===== src/rtl/draw_pkg.sv =====
// Shared definitions for the shape rasterisers: engine state encoding and error-term sizing.
package draw_pkg;

  typedef enum logic [1:0] {
    StIdle,
    StInit,
    StDraw,
    StDone
  } draw_state_e;

  // Headroom bits on top of the coordinate width for dx/dy/err terms.
  localparam int unsigned ErrMargin = 2;

  function automatic int unsigned err_width(input int unsigned cordw);
    return cordw + ErrMargin;
  endfunction

endpackage


===== src/rtl/draw_line_engine.sv =====
// Bresenham line rasteriser: takes one line command and emits one framebuffer pixel write per
// non-stalled cycle, stepping from (x0,y0) to (x1,y1) inclusive without clipping.
module draw_line_engine
  import draw_pkg::*;
#(
  parameter int unsigned CORDW = 16,
  parameter int unsigned CIDXW = 4
) (
  input  logic                    clk_sys,
  input  logic                    rst_sys_n,
  input  logic                    cmd_valid,
  output logic                    cmd_ready,
  input  logic signed [CORDW-1:0] x0,
  input  logic signed [CORDW-1:0] y0,
  input  logic signed [CORDW-1:0] x1,
  input  logic signed [CORDW-1:0] y1,
  input  logic        [CIDXW-1:0] cmd_cidx,
  input  logic                    fb_busy,
  output logic                    we,
  output logic signed [CORDW-1:0] x,
  output logic signed [CORDW-1:0] y,
  output logic        [CIDXW-1:0] cidx,
  output logic                    drawing,
  output logic                    done
);

  localparam int unsigned ErrW = err_width(CORDW);
  // e2 gets one extra bit so doubling err cannot wrap at full-range endpoints.
  localparam int unsigned E2W = ErrW + 1;

  typedef logic signed [CORDW-1:0] cord_t;
  typedef logic signed [ErrW-1:0]  err_t;
  typedef logic signed [E2W-1:0]   e2_t;

  draw_state_e state_q, state_d;

  cord_t            px_q, px_d, py_q, py_d;
  cord_t            ex_q, ex_d, ey_q, ey_d;
  err_t             dx_q, dx_d, dy_q, dy_d, err_q, err_d;
  logic             sx_q, sx_d, sy_q, sy_d;
  logic [CIDXW-1:0] col_q, col_d;

  logic             we_q, we_d;
  cord_t            xo_q, xo_d, yo_q, yo_d;
  logic [CIDXW-1:0] co_q, co_d;
  logic             done_q, done_d;

  err_t diff_x, diff_y;
  e2_t  e2;
  logic step_x, step_y, at_end;

  always_comb begin
    diff_x = err_t'(ex_q) - err_t'(px_q);
    diff_y = err_t'(ey_q) - err_t'(py_q);
    e2     = e2_t'(err_q) <<< 1;
    step_x = e2 >= e2_t'(dy_q);
    step_y = e2 <= e2_t'(dx_q);
    at_end = (px_q == ex_q) && (py_q == ey_q);
  end

  always_comb begin
    state_d = state_q;
    px_d    = px_q;
    py_d    = py_q;
    ex_d    = ex_q;
    ey_d    = ey_q;
    dx_d    = dx_q;
    dy_d    = dy_q;
    err_d   = err_q;
    sx_d    = sx_q;
    sy_d    = sy_q;
    col_d   = col_q;
    we_d    = 1'b0;
    xo_d    = xo_q;
    yo_d    = yo_q;
    co_d    = co_q;
    done_d  = (state_q == StDone);

    case (state_q)
      StIdle: begin
        if (cmd_valid) begin
          px_d    = x0;
          py_d    = y0;
          ex_d    = x1;
          ey_d    = y1;
          col_d   = cmd_cidx;
          state_d = StInit;
        end
      end
      StInit: begin
        dx_d    = diff_x[ErrW-1] ? -diff_x : diff_x;
        dy_d    = diff_y[ErrW-1] ? diff_y : -diff_y;
        sx_d    = px_q < ex_q;
        sy_d    = py_q < ey_q;
        err_d   = dx_d + dy_d;
        state_d = StDraw;
      end
      StDraw: begin
        if (!fb_busy) begin
          we_d = 1'b1;
          xo_d = px_q;
          yo_d = py_q;
          co_d = col_q;
          if (at_end) begin
            state_d = StDone;
          end else begin
            // Both axis decisions come from the pre-update err via e2.
            if (step_x) begin
              err_d = err_d + dy_q;
              px_d  = sx_q ? px_q + cord_t'(1) : px_q - cord_t'(1);
            end
            if (step_y) begin
              err_d = err_d + dx_q;
              py_d  = sy_q ? py_q + cord_t'(1) : py_q - cord_t'(1);
            end
          end
        end
      end
      StDone: begin
        state_d = StIdle;
      end
      default: begin
        state_d = StIdle;
      end
    endcase
  end

  always_ff @(posedge clk_sys or negedge rst_sys_n) begin
    if (!rst_sys_n) begin
      state_q <= StIdle;
      px_q    <= '0;
      py_q    <= '0;
      ex_q    <= '0;
      ey_q    <= '0;
      dx_q    <= '0;
      dy_q    <= '0;
      err_q   <= '0;
      sx_q    <= 1'b0;
      sy_q    <= 1'b0;
      col_q   <= '0;
      we_q    <= 1'b0;
      xo_q    <= '0;
      yo_q    <= '0;
      co_q    <= '0;
      done_q  <= 1'b0;
    end else begin
      state_q <= state_d;
      px_q    <= px_d;
      py_q    <= py_d;
      ex_q    <= ex_d;
      ey_q    <= ey_d;
      dx_q    <= dx_d;
      dy_q    <= dy_d;
      err_q   <= err_d;
      sx_q    <= sx_d;
      sy_q    <= sy_d;
      col_q   <= col_d;
      we_q    <= we_d;
      xo_q    <= xo_d;
      yo_q    <= yo_d;
      co_q    <= co_d;
      done_q  <= done_d;
    end
  end

  assign cmd_ready = (state_q == StIdle);
  assign drawing   = (state_q == StInit) || (state_q == StDraw);
  assign we        = we_q;
  assign x         = xo_q;
  assign y         = yo_q;
  assign cidx      = co_q;
  assign done      = done_q;

endmodule

===== config.mk =====
export PLATFORM = sky130hd
export DESIGN_NAME = draw_line_engine
export DESIGN_NICKNAME = d
export VERILOG_FILES = /design/src/rtl/draw_pkg.sv /design/src/rtl/draw_line_engine.sv
export SDC_FILE = /design/constraint.sdc
export NUM_CORES = 1
export LEC_CHECK = 0
export BUFFER_PORTS_ARGS = -buffer_cell sky130_fd_sc_hd__buf_2
export CORE_ASPECT_RATIO = 1.25
export CORE_MARGIN = 3
export CORE_UTILIZATION = 35
export DETAILED_ROUTE_END_ITERATION = 10
export SLEW_MARGIN = 10
export SYNTH_ARGS = -nofsm -noshare
export SYNTH_HDL_FRONTEND = slang
export SYNTH_SLANG_ARGS = --single-unit
export TNS_END_PERCENT = 1

===== constraint.sdc =====
create_clock -name clk_sys -period 7.2 [get_ports clk_sys]
set_input_delay 0.72 -clock clk_sys [delete_from_list [all_inputs] [get_ports clk_sys]]
set_output_delay 0.72 -clock clk_sys [all_outputs]
set_load 0.01 [all_outputs]

## Word level (Yosys, flattened, before mapping)

Cells that the tools add are included.

- Add/subtract/negate cells: 11
- Order comparisons: 4
- Equality and inequality tests: 11
- Multiplexer cells: 28
- Bitwise gates (word level): 1
- Reductions and logical operators: 11

Operators with widths:

| operator | number |
|---|---|
| 2-to-1 mux 18 bit | 9 |
| 2-to-1 mux 16 bit | 10 |
| one-hot mux 16 bit (2 select lines) | 2 |
| adder 18 bit | 3 |
| negation 17 -> 18 bit | 2 |
| one-hot mux 18 bit (2 select lines) | 1 |
| subtractor 16 x 16 -> 17 bit | 2 |
| adder 16 x 2 -> 16 bit, second input constant | 2 |
| == test 16 bit | 2 |
| < comparator 16 bit | 2 |
| subtractor 16 x 2 -> 16 bit, second input constant | 2 |
| greater-or-equal comparator 19 x 18 -> 1 bit | 1 |
| less-or-equal comparator 19 x 18 -> 1 bit | 1 |
| inequality test 2 bit, second input constant | 6 |
| AND reduction 5 bit | 2 |
| one-hot mux 2 bit (4 select lines) | 1 |
| 2-to-1 mux 2 bit | 3 |
| AND reduction 3 bit | 2 |
| == test 2 bit, second input constant | 2 |
| AND reduction 2 bit | 2 |
| nonzero test 2 bit | 2 |
| == test 2 x 1 -> 1 bit, second input constant | 1 |
| zero test 2 bit | 1 |
| 2-to-1 mux 1 bit | 2 |
| 3 further kinds | 3 |

- Flip-flop bits (word level): 164
- Input bits: 72
- Output and inout bits: 40
- Logic and storage cells: 82

## Logic depth before layout (Yosys ltp)

Gate-level depths: netlist of run 1.

- Depth after elaboration: 10
- Depth in mapped cells: 23
- Depth with buffers taken out: 23

## Least setup slack after synthesis of run 1

OpenSTA, ideal clock, no wires.

- Path kind: register to register
- Start: reg py_q[0]
- End: reg err_q[14]
- Data arrival time: 5066 ps
- Required time: 7060 ps
- Setup slack: 1994 ps
- Stages on the path, launching flop included: 22
- Path buffers: 1
- Period minus slack after synthesis: 5206 ps
- Path through: dfrtp_1 -> ha_1 -> fa_1 -> nand2b_1 -> a211oi_2 -> o31ai_1 -> a31o_1 -> a32o_1 -> clkbuf_1 -> nor2_1 -> a21oi_1 -> fa_1 -> a21o_1 -> a21oi_1 -> nor2b_1 -> o21a_1 -> o41ai_1 -> o2111ai_1 -> maj3_1 -> a31oi_1 -> mux2i_1 -> a211oi_1

- Cells in the longest elaborated chain, start to end: 5
- Elaborated cells between the ends (all ways): 9
- Classes of those cells: add/sub: 3; eq/ne: 2; mux: 2; reduce/logical: 2

Ends and longest elaborated chain:

| element | RTL line | text |
|---|---|---|
| from (decl) | draw_line_engine.sv:37 | `cord_t px_q, px_d, py_q, py_d;` |
| from (signal assigned) | draw_line_engine.sv:149 | `py_q <= py_d;` |
| subtractor 16 x 16 -> 17 bit | draw_line_engine.sv:54 | `diff_y = err_t'(ey_q) - err_t'(py_q);` |
| negation 17 -> 18 bit | draw_line_engine.sv:92 | `dy_d = diff_y[ErrW-1] ? diff_y : -diff_y;` |
| 2-to-1 mux 18 bit | draw_line_engine.sv:92 |  |
| adder 18 bit | draw_line_engine.sv:95 | `err_d = dx_d + dy_d;` |
| one-hot mux 18 bit (2 select lines) | draw_line_engine.sv:79 | `case (state_q)` |
| to (signal assigned) | draw_line_engine.sv:154 | `err_q <= err_d;` |
| to (decl) | draw_line_engine.sv:39 | `err_t dx_q, dx_d, dy_q, dy_d, err_q, err_d;` |

Parallel ways exist; a longest one is shown, timed or not.
A chain may end at the register's enable or synchronous reset.

## Final worst setup path of run 1

Ends and elaborated chain as after synthesis.

==> results of run 1 <==
power groups by stage:
stage          sequential [mW]  combinational [mW]  clock, mW
4_1_cts                   1.22                3.92       1.00
3_3_place_gp              1.23                3.82          0
6_report                  1.22                3.92      0.980
5_1_grt                   1.24                4.39       1.04
2_1_floorplan             1.21                2.92          0
3_5_place_dp              1.23                3.89          0
flip-flops by register name, summed over array words and instances, names as in the netlist:
name / count
state_q: 2
sx_q: 1
err_q: 18
ey_q: 16
px_q: 16
x: 16
y: 16
sy_q: 1
cidx: 4
col_q: 4
we: 1
py_q: 16
ex_q: 16
dy_q: 18
done: 1
dx_q: 18
stage by stage:
stage	utilization, %	hold WS, ns	setup WS, ns	instance area [um^2]
floorplan	-	0.4244	1.994	13710
global placement	38.47	0.4479	1.567	14790
detailed placement	38.47	0.4574	1.482	14790
CTS	40.08	0.3969	1.431	15410
global route	40.08	0.3971	0.8917	15410
finish	40.08	0.3327	1.403	15410
per-layer routing:
metal / part of all wire (%) / track usage (%) / up-vias / wire length (um)
li1: - / - / 5800 / -
met1: 44 / 22.28 / 5544 / 16500
met2: 51 / 33.42 / 206 / 19210
met3: 3.1 / 2.845 / 35 / 1173
met4: 1.7 / 5.039 / 0 / 627
met5: 0 / 0 / - / 0
cell families after synthesis:
| group | after synthesis | synth area share [%] |
|---|---|---|
| buffers and inverters | 167 | 4.581 |
| and+or+nand+nor | 452 | 15.38 |
| muxes | 102 | 7.976 |
| xor gates and xnor gates | 113 | 7.410 |
| DFF | 164 | 29.93 |
| AOI/OAI and AO/OA | 429 | 19.47 |
| adders and majority gates | 163 | 15.25 |
layout make-up:
type / count / area share, %
repair buffers: 118 / 3.987
clock buffers: 22 / 3.078
well taps: 492 / 3.995
clock inverters: 10 / 0.9420
flip-flops and latches: 164 / 26.64
multi-input cells: 1259 / 58.44
inverters: 120 / 2.923
worst max path at each step:
stage,from,to,cells past startpoint
2_1_floorplan,py_q[0],err_q[14],21
3_5_place_dp,py_q[0],err_q[14],20
4_1_cts,py_q[0],err_q[14],20
5_1_grt,py_q[0],err_q[14],20
6_report,py_q[0],err_q[14],20
3_3_place_gp,py_q[0],err_q[14],20
cells in the final DEF, fill, tap and decap left out, types with 7 or more instances in the layout:
cell type,count
nand2_1,171
xor2_1,43
buf_2,110
a21oi_1,114
a211o_1,7
o31ai_1,7
clkbuf_16,17
nor3_1,23
dfrtp_1,164
mux2_2,58
fa_1,7
o21a_1,22
and3_1,10
mux2i_1,44
o21bai_1,12
nor2_1,112
a31oi_1,17
nand4_1,13
inv_1,118
nand3_1,32
a211oi_1,16
a21o_1,33
o211ai_1,14
nor2b_1,23
ha_1,152
o21ai_0,136
xnor2_1,68
nand2b_1,19
buf_4,7
==> flow_summary_export.csv, run 1 <==
group,metric,value,unit
die,ioPinCount,112,
logic_synthesis,yosysTopAreaCellShare,29.93,%
grt,grt_max_degree,98,
setup_path,reg2reg_slack,1.40,ns
logic_synthesis,netlist_area,0.01371,mm^2
clocking,cts_hold_buf,0,
pwr,switchingPower,2.844,mW
drt,dr.pass1.iters,4,
die,die_area,0.04160,mm^2
drt,vias,11590,
logic_synthesis,synthCells,1590,
clocking,clock_path_buffers,2,
setup_path,critPathArrivalTime,6.11,ns
cells_and_area,fin_nets,1913,
logic_synthesis,yosysUniqueCellTypes,84,
logic_synthesis,synth_area_leaders,"dfrtp_1, ha_1, o21ai_0, mux2_2, nand2_1",
sta,fin_crit_sh,80.52,%
place,gp_congestion,0.9215,
min_path,hp-class,"primary input to async pin",
logic_synthesis,syn_nets,1823,
logic_synthesis,yosysWarnings,0,
logic_synthesis,ys_async_sr_fraction,100.0,%
setup_path,required,7.51,ns
outcome,status,"finished clean",
setup_path,r2r_start,"py_q[0]",
pwr,power.total,6.119,mW
cells_and_area,multi_input_area,0.009004,mm^2
die,fp.dieH,227.3,um
cells_and_area,n_fill_cell,3977,
pwr,p_int,3.275,mW
sta,finalClockSkew,0.01311,ns
pwr,pwr-share-seq,19.9,%
sta,fmax,172.5,MHz
sta,period_minus_slack,5.797,ns
place,portBuffers,111,
logic_synthesis,seq_area_frac_synth,29.93,%
clocking,clk_pin_slew,0.07,ns
grt,grt_pass1_wl,61.20,mm
pwr,p_per_area,397.2,mW/mm^2
clocking,root_buffer,"clkbuf_16",
grt,grt_overflow,0,
sta,tightest_slew,1.003,ns
sta,slew_violations,0,
logic_synthesis,synth_top_area_cell,"dfrtp_1",
die,core.rowCount,80,
setup_path,reg2reg_depth,20,
setup_path,worst-path-buf-inv,0,
die,fp.coreArea,0.03844,mm^2
sta,maxSlewHeadroom,32.92,%
drt,antenna_left,0,
clocking,cts_resized,0,
logic_synthesis,synth_edf_count,0,
clocking,numClockSinks,164,
drt,wl_per_cell,17.17,um
setup_path,worstReg2RegEnd,"err_q[14]",
clocking,clk_latency,0.45,ns
drt,drtIter0Drc,491,
drt,viasPerCell,5.302,
logic_synthesis,syn_avg_cell_area,8.623,um^2
pwr,combPwrFrac,64.1,%
grt,grt_pass1_vias,11660,
clocking,numCtsBuffers,17,
pwr,max-vdd-ir-drop,0.2640,mV
setup_path,crit_fanout,14,
sta,finalHoldViolations,0,
logic_synthesis,ys.flop_type,"dfrtp_1",
cells_and_area,syn2layout_area_growth,12.37,%
drt,wl,37.51,mm
sta,setup-violations-final,0,
cells_and_area,drive_above_1_share,13.82,%
job,maxCapViolations,0,
die,fp.dieW,183.0,um
clocking,cts_setup_buffers,0,
setup_path,startpoint_type,"flip-flop",
setup_path,cp_cell_sequence,"ha_1 > fa_1 > nand2b_1 > a211oi_2 > o31ai_1 > a31o_1 > a32o_1 > nor2_1 > a21oi_1 > fa_1 > a21o_1 > a21oi_1 > nor2b_1 > o21a_1 > o41ai_1 > o2111ai_1 > maj3_1 > a31oi_1 > mux2i_1 > a211oi_1",
sta,rsz0062_at_grt,"no",
drt,drc_errors,0,
grt,antenna_found_initial,1,
logic_synthesis,ys_seq_elements,164,
place,placed_cells,2153,
setup_path,crit_family,"compound AO/OA/AOI/OAI gates",
grt,grtUsageTotal,18.25,%
setup_path,cp-end-kind,"flip-flop",
setup_path,worst-setup-path-type,"flip-flop to flip-flop",
sta,fin_tns_setup,0,ns
clocking,cts.htree.levels,4,
logic_synthesis,synthTopCellsByCount,"nand2_1, dfrtp_1, ha_1, o21ai_0, inv_1",
cells_and_area,antennaDiodeCount,0,
clocking,tritoncts,"built",
setup_path,cpPeakStageDelay,0.53,ns
place,dp_hpwl,29.42,mm
setup_path,critPathSlowestCell,"o41ai_1",
logic_synthesis,synth_most_common_cell,"nand2_1",
cells_and_area,seq_area,0.004104,mm^2
pwr,power.leakage,7.422,nW
die,start_util,35.67,%
pwr,swShare,46.48,%
pwr,pwr-share-clk,16.0,%
cells_and_area,stdcell_count,2185,
(Power assumes the default switching activity.)
==> run 2, diff against run 1 <==
--- a/config.mk
+++ b/config.mk
@@ -5,6 +5,7 @@
 export SDC_FILE = /design/constraint.sdc
 export NUM_CORES = 1
 export LEC_CHECK = 0
+export ABC_AREA = 1
 export BUFFER_PORTS_ARGS = -buffer_cell sky130_fd_sc_hd__buf_2
 export CORE_ASPECT_RATIO = 1.25
 export CORE_MARGIN = 3
==> constraint.sdc (replaced) <==
create_clock -name clk_sys -period 5.1 [get_ports clk_sys]
set_input_delay 0.51 -clock clk_sys [delete_from_list [all_inputs] [get_ports clk_sys]]
set_output_delay 0.51 -clock clk_sys [all_outputs]
set_load 0.01 [all_outputs]
==> run 2 against run 1 <==
Maximum frequency rose by 23%; global-route usage rose by 0.57 points; via count rose by 9.5%; final cell count rose by 14%; sequential share of layout area fell by 0.45 points; cell area rose by 1.7%; hold slack got worse by 0.24 ns; utilization rose by 0.49 points; area after synthesis rose by 0.92%.
==> flow_summary_export.csv, run 2 <==
group,metric,value,unit
logic_synthesis,netlist_area,0.01384,mm^2
cells_and_area,antennaDiodeCount,0,
place,portBuffers,111,
die,fp.coreArea,0.03864,mm^2
logic_synthesis,yosysUniqueCellTypes,58,
die,start_util,35.81,%
die,fp.dieW,183.8,um
setup_path,startpoint_type,"flip-flop",
cells_and_area,fin_util,40.57,%
die,fp.dieH,228.3,um
logic_synthesis,synth_top_area_cell,"dfrtp_1",
die,die_area,0.04197,mm^2
sta,finalClockSkew,0.01328,ns
clocking,cts_hold_buf,0,
logic_synthesis,synthTopCellsByCount,"nand2_1, inv_1, o21ai_0, dfrtp_1, ha_1",
logic_synthesis,ys_seq_elements,164,
drt,drc_errors,0,
grt,grt_pass1_wl,64.41,mm
cells_and_area,layout_common_cells,"nand2_1, inv_1, o21ai_0",
grt,antenna_found_initial,1,
drt,wl,39.09,mm
die,core.rowCount,80,
logic_synthesis,synth_most_common_cell,"nand2_1",
setup_path,cp-end-kind,"flip-flop",
clocking,clk_latency,0.45,ns
setup_path,critPathArrivalTime,5.06,ns
setup_path,cpPeakStageDelay,0.44,ns
cells_and_area,reg_top3,"dx_q x18, dy_q x18, err_q x18",
cells_and_area,drive_above_1_share,13.29,%
drt,dr.pass1.iters,5,
logic_synthesis,synthCells,1888,
cells_and_area,syn2layout_area_growth,13.29,%
logic_synthesis,synth_area_leaders,"dfrtp_1, ha_1, nand2_1, inv_1, o21ai_0",
clocking,numCtsBuffers,17,
drt,viasPerCell,5.072,
sta,setup_slack,0.3681,ns
clocking,numClockSinks,164,
sta,finalHoldViolations,0,
logic_synthesis,yosysTopAreaCellShare,29.66,%
place,pre_cts_ws,-0.1866,ns
cells_and_area,final_common_cell,"nand2_1",
grt,grt_overflow,0,
setup_path,required,5.43,ns
setup_path,path_common_cell,"nand2_1",
drt,antenna_left,0,
min_path,hp-class,"primary input to async pin",
sta,maxSlewHeadroom,28.36,%
sta,period_minus_slack,4.732,ns
sta,fin_tns_setup,0,ns
sta,fin_crit_sh,92.78,%
clocking,root_buffer,"clkbuf_16",
sta,rsz0062_at_grt,"no",
die,ioPinCount,112,
outcome,status,"finished clean",
setup_path,crit_fanout,13,
place,gp_congestion,0.9500,
logic_synthesis,seq_area_frac_synth,29.66,%
grt,grt_max_degree,85,
sta,fmax,211.3,MHz
clocking,clock_path_buffers,2,
grt,grtUsageTotal,18.83,%
logic_synthesis,syn_nets,2121,
logic_synthesis,ys.flop_type,"dfrtp_1",
clocking,clk_pin_slew,0.07,ns
drt,drtIter0Drc,703,
logic_synthesis,yosysWarnings,0,
sta,tightest_slew,1.073,ns
logic_synthesis,ys_async_sr_fraction,100.0,%
clocking,cts.htree.levels,4,
place,dp_hpwl,31.14,mm
drt,wl_per_cell,15.63,um
logic_synthesis,synth_edf_count,0,
sta,setup-violations-final,0,
logic_synthesis,syn_avg_cell_area,7.329,um^2
job,maxCapViolations,0,
clocking,tritoncts,"built",
cells_and_area,fin_nets,2229,
setup_path,critPathSlowestCell,"dfrtp_1",
setup_path,worst-setup-path-type,"flip-flop to flip-flop",
grt,grt_pass1_vias,12760,
sta,whs,0.09739,ns
drt,vias,12690,
sta,slew_violations,0,
## run 2: cell count changes after synthesis, moves of 30 or more
cell	previous run	this run
nand3_1	32	71
o21ai_0	136	175
a21oi_1	114	152
nand2_1	172	439
mux2_2	58	28
mux2i_1	44	2
inv_1	118	263
xnor2_1	68	33
## run 2: repair_timing
action,in CTS,in global routing
cloned,0,0
pin swaps,0,3
endpoints found under the hold margin,0,0
endpoints found under the setup margin,4,9
gates resized for setup,3,22
setup buffers,0,7
## run 2: path summary, 6_finish.rpt
kind,startpoint,endpoint,slack (ns),cells after the start
max,err_q[17],err_q[14],0.37,28
min,rst_sys_n,px_q[4],0.1,1
max reg2reg,err_q[17],err_q[14],0.37,28
min reg2reg,y[14],y[14],0.48,2
max in group asynchronous,rst_sys_n,dx_q[15],4.05,2
min in group clk_sys,fb_busy,we,0.27,2
## run 2: cell type report
class / instances / area (um^2)
multi-input combinational: 1411 / 8620
tap: 492 / 615.6
inverter: 267 / 1002
clock inverter: 14 / 140.1
timing repair buffer: 135 / 754.5
sequential: 164 / 4105
fill: 4031 / 22960
clock buffer: 18 / 439.2
## run 2: cells by family (layout without fill, tap and decap cells)
| logic type | Yosys count | count (layout) | share of synthesized area (%) |
|---|---|---|---|
| compound gates | 440 | 440 | 17.65 |
| xor+xnor | 77 | 77 | 4.982 |
| fa+ha+maj | 161 | 161 | 14.94 |
| buf+inv | 313 | 434 | 8.744 |
| flops | 164 | 164 | 29.66 |
| mux | 30 | 30 | 2.423 |
| simple gates | 703 | 703 | 21.60 |
## run 2: stage by stage
stage / instances / instance area, um^2
2_1_floorplan: 1888 / 13840
3_3_place_gp: 2462 / 14950
3_5_place_dp: 2462 / 14950
4_1_cts: 2494 / 15540
5_1_grt: 2501 / 15680
6_report: 2501 / 15680
## run 2: worst max-delay path, delay by kind of cell (launching register included)
| family | cells | cell delay (ns) |
|---|---|---|
| AOI/OAI and AO/OA | 12 | 1.83 |
| adders and majority gates | 3 | 0.98 |
| buffers and inverters | 3 | 0.23 |
| DFF | 1 | 0.44 |
| and+or+nand+nor | 10 | 1.14 |
## run 2: per-layer routing
layer | global-route usage, % | part of all wire, % | vias up
met1 | 24.02 | 45 | 5889
met5 | 0 | 0.018 | -
met3 | 3.120 | 5.0 | 47
li1 | - | - | 6487
met4 | 5.200 | 2.0 | 2
met2 | 32.76 | 48 | 261
Power of run 2 is not shown: default switching activity piles up to over one toggle a cycle in this logic, so the estimate is an artifact.
==> run 3, diff against run 2 <==
--- a/config.mk
+++ b/config.mk
@@ -7,10 +7,14 @@
 export LEC_CHECK = 0
 export ABC_AREA = 1
 export BUFFER_PORTS_ARGS = -buffer_cell sky130_fd_sc_hd__buf_2
+export CELL_PAD_IN_SITES_DETAIL_PLACEMENT = 1
+export CELL_PAD_IN_SITES_GLOBAL_PLACEMENT = 1
 export CORE_ASPECT_RATIO = 1.25
 export CORE_MARGIN = 3
 export CORE_UTILIZATION = 35
 export DETAILED_ROUTE_END_ITERATION = 10
+export PLACE_DENSITY_LB_ADDON = 0.1
+export RECOVER_POWER = 50
 export SLEW_MARGIN = 10
 export SYNTH_ARGS = -nofsm -noshare
 export SYNTH_HDL_FRONTEND = slang
==> run 3 against run 2 <==
The flow now finishes with violations (capacitance limit, slew limit); non-clock buffer count grew 6; critical path type unchanged; cell area grew 0.52%; sequential share of layout area shrank 0.14 points; critical endpoint unchanged; sequential cell count is the same.
==> flow_summary_export.csv, run 3 (synthesized netlist as in run 2, its figures left out) <==
group,metric,value,unit
die,fp.coreArea,0.03864,mm^2
grt,grt_max_degree,108,
drt,dr.pass1.iters,4,
grt,grtUsageTotal,21.77,%
drt,viasPerCell,5.136,
die,fp.dieH,228.3,um
cells_and_area,drive_above_1_share,12.71,%
die,ioPinCount,112,
cells_and_area,fin_nets,2235,
cells_and_area,multi_input_area,0.008635,mm^2
outcome,violations,"capacitance limit, slew limit",
setup_path,cp-end-kind,"flip-flop",
sta,fin_tns_setup,0,ns
cells_and_area,layout_common_cells,"nand2_1, inv_1, o21ai_0",
setup_path,startpoint_type,"flip-flop",
cells_and_area,n_fill_cell,4896,
cells_and_area,seq_area,0.004105,mm^2
grt,grt_pass1_wl,72.72,mm
die,core.rowCount,80,
place,gp_congestion,0.9144,
min_path,min_path_cells,2,
die,start_util,35.81,%
setup_path,crit_fanout,6,
setup_path,critPathArrivalTime,5.19,ns
sta,rsz0062_at_grt,"yes",
setup_path,required,5.49,ns
sta,setup-violations-final,0,
drt,drtIter0Drc,488,
clocking,clock_path_buffers,2,
place,placed_area,0.01504,mm^2
sta,whs,0.2737,ns
clocking,numClockSinks,164,
cells_and_area,final_cell_area,0.01576,mm^2
clocking,cts_hold_buf,0,
sta,fmax,208.3,MHz
clocking,numCtsBuffers,17,
cells_and_area,syn2layout_area_growth,13.88,%
place,portBuffers,111,
sta,tightest_slew,3.557,ns
clocking,clk_pin_slew,0.07,ns
cells_and_area,reg_top3,"dx_q x18, dy_q x18, err_q x18",
sta,period_minus_slack,4.801,ns
cells_and_area,fin_util,40.78,%
drt,wl,44.80,mm
sta,maxSlewHeadroom,-137.1,%
clocking,tritoncts,"built",
die,die_area,0.04197,mm^2
place,dp_hpwl,36.09,mm
setup_path,worst-setup-path-type,"flip-flop to flip-flop",
sta,finalClockSkew,0.008251,ns
drt,vias,12880,
setup_path,reg2reg_depth,27,
outcome,status,"finished, violations left",
grt,grt_pass1_vias,13840,
min_path,hp-class,"primary input to flip-flop",
drt,drc_errors,0,
cells_and_area,final_common_cell,"nand2_1",
job,maxCapViolations,2,
clocking,clk_latency,0.46,ns
grt,grt_overflow,0,
grt,antenna_found_initial,5,
sta,slew_violations,103,
drt,wl_per_cell,17.87,um
sta,finalHoldViolations,0,
die,fp.dieW,183.8,um
sta,fin_crit_sh,94.13,%
clocking,cts.htree.levels,4,
drt,antenna_left,0,
clocking,root_buffer,"clkbuf_16",
==> run 3: cell count changes in the layout (fill, tap and decap cells not counted), sizes merged <==
cell	delta
clkbuf	+19
bufinv	+2
diode	+1
clkinvlp	+1
buf	-12
inv	-3
clkinv	-2
==> run 3: what timing repair did <==
| item | CTS | global route |
|---|---|---|
| resized for setup | 3 | 26 |
| setup buffers | 0 | 3 |
| setup endpoints to repair | 5 | 8 |
| pin swaps | 0 | 4 |
==> run 3: path summary, 6_finish.rpt <==
check | slack (ns) | start | to
worst max-delay path | 0.30 | px_q[0] | err_q[14]
worst min-delay path | 0.27 | fb_busy | we
max in group asynchronous | 1.83 | rst_sys_n | err_q[6]
worst min register to register | 0.49 | y[7] | y[7]
worst max register to register | 0.30 | px_q[0] | err_q[14]
min in group asynchronous | 1.24 | rst_sys_n | py_q[10]
==> run 3: area by class of cell <==
type	count	area share (%)
timing repair buffer	141	4.979
inverter	267	6.360
clock inverter	12	1.080
clock buffer	19	2.811
sequential	164	26.05
antenna	1	0.01588
tap	492	3.907
multi-input combinational	1411	54.80
==> run 3: worst max-delay path, stage by stage, from the launching register on <==
cell and delay [ns]:
dfrtp_1 0.47, ha_1 0.27, fa_1 0.39, inv_1 0.15, nand3_1 0.11, nand2_1 0.12, nand2_1 0.08, nand2_1 0.09
nand3_1 0.09, nand2_1 0.08, nand2_1 0.05, nand2_1 0.07, inv_1 0.12, a31oi_1 0.22, xor2_1 0.28, inv_1 0.08
ha_1 0.37, nand2_1 0.12, nor3_2 0.19, nand3_1 0.12, o2111a_1 0.18, or2_2 0.32, nand3b_4 0.11, nand2_2 0.07
o21ai_2 0.13, or2_1 0.11, nand3_1 0.13, a21oi_1 0.21
==> run 3: routing by layer <==
metal / share of wire, % / global-route usage, % / vias to the layer above
met5: 0.11 / 0 / -
met3: 3.0 / 3.629 / 58
li1: - / - / 6481
met4: 2.5 / 6.736 / 8
met1: 44 / 26.83 / 6189
met2: 50 / 38.61 / 140
==> run 3: stage by stage <==
stage,std cells,setup WS (ns)
after floorplan,1888,0.9246
after global placement,2472,-0.1691
after detailed placement,2472,-0.2984
after CTS,2503,0.02886
after global routing,2506,-0.1633
final,2507,0.2994
Power of run 3 is left out for the same reason.
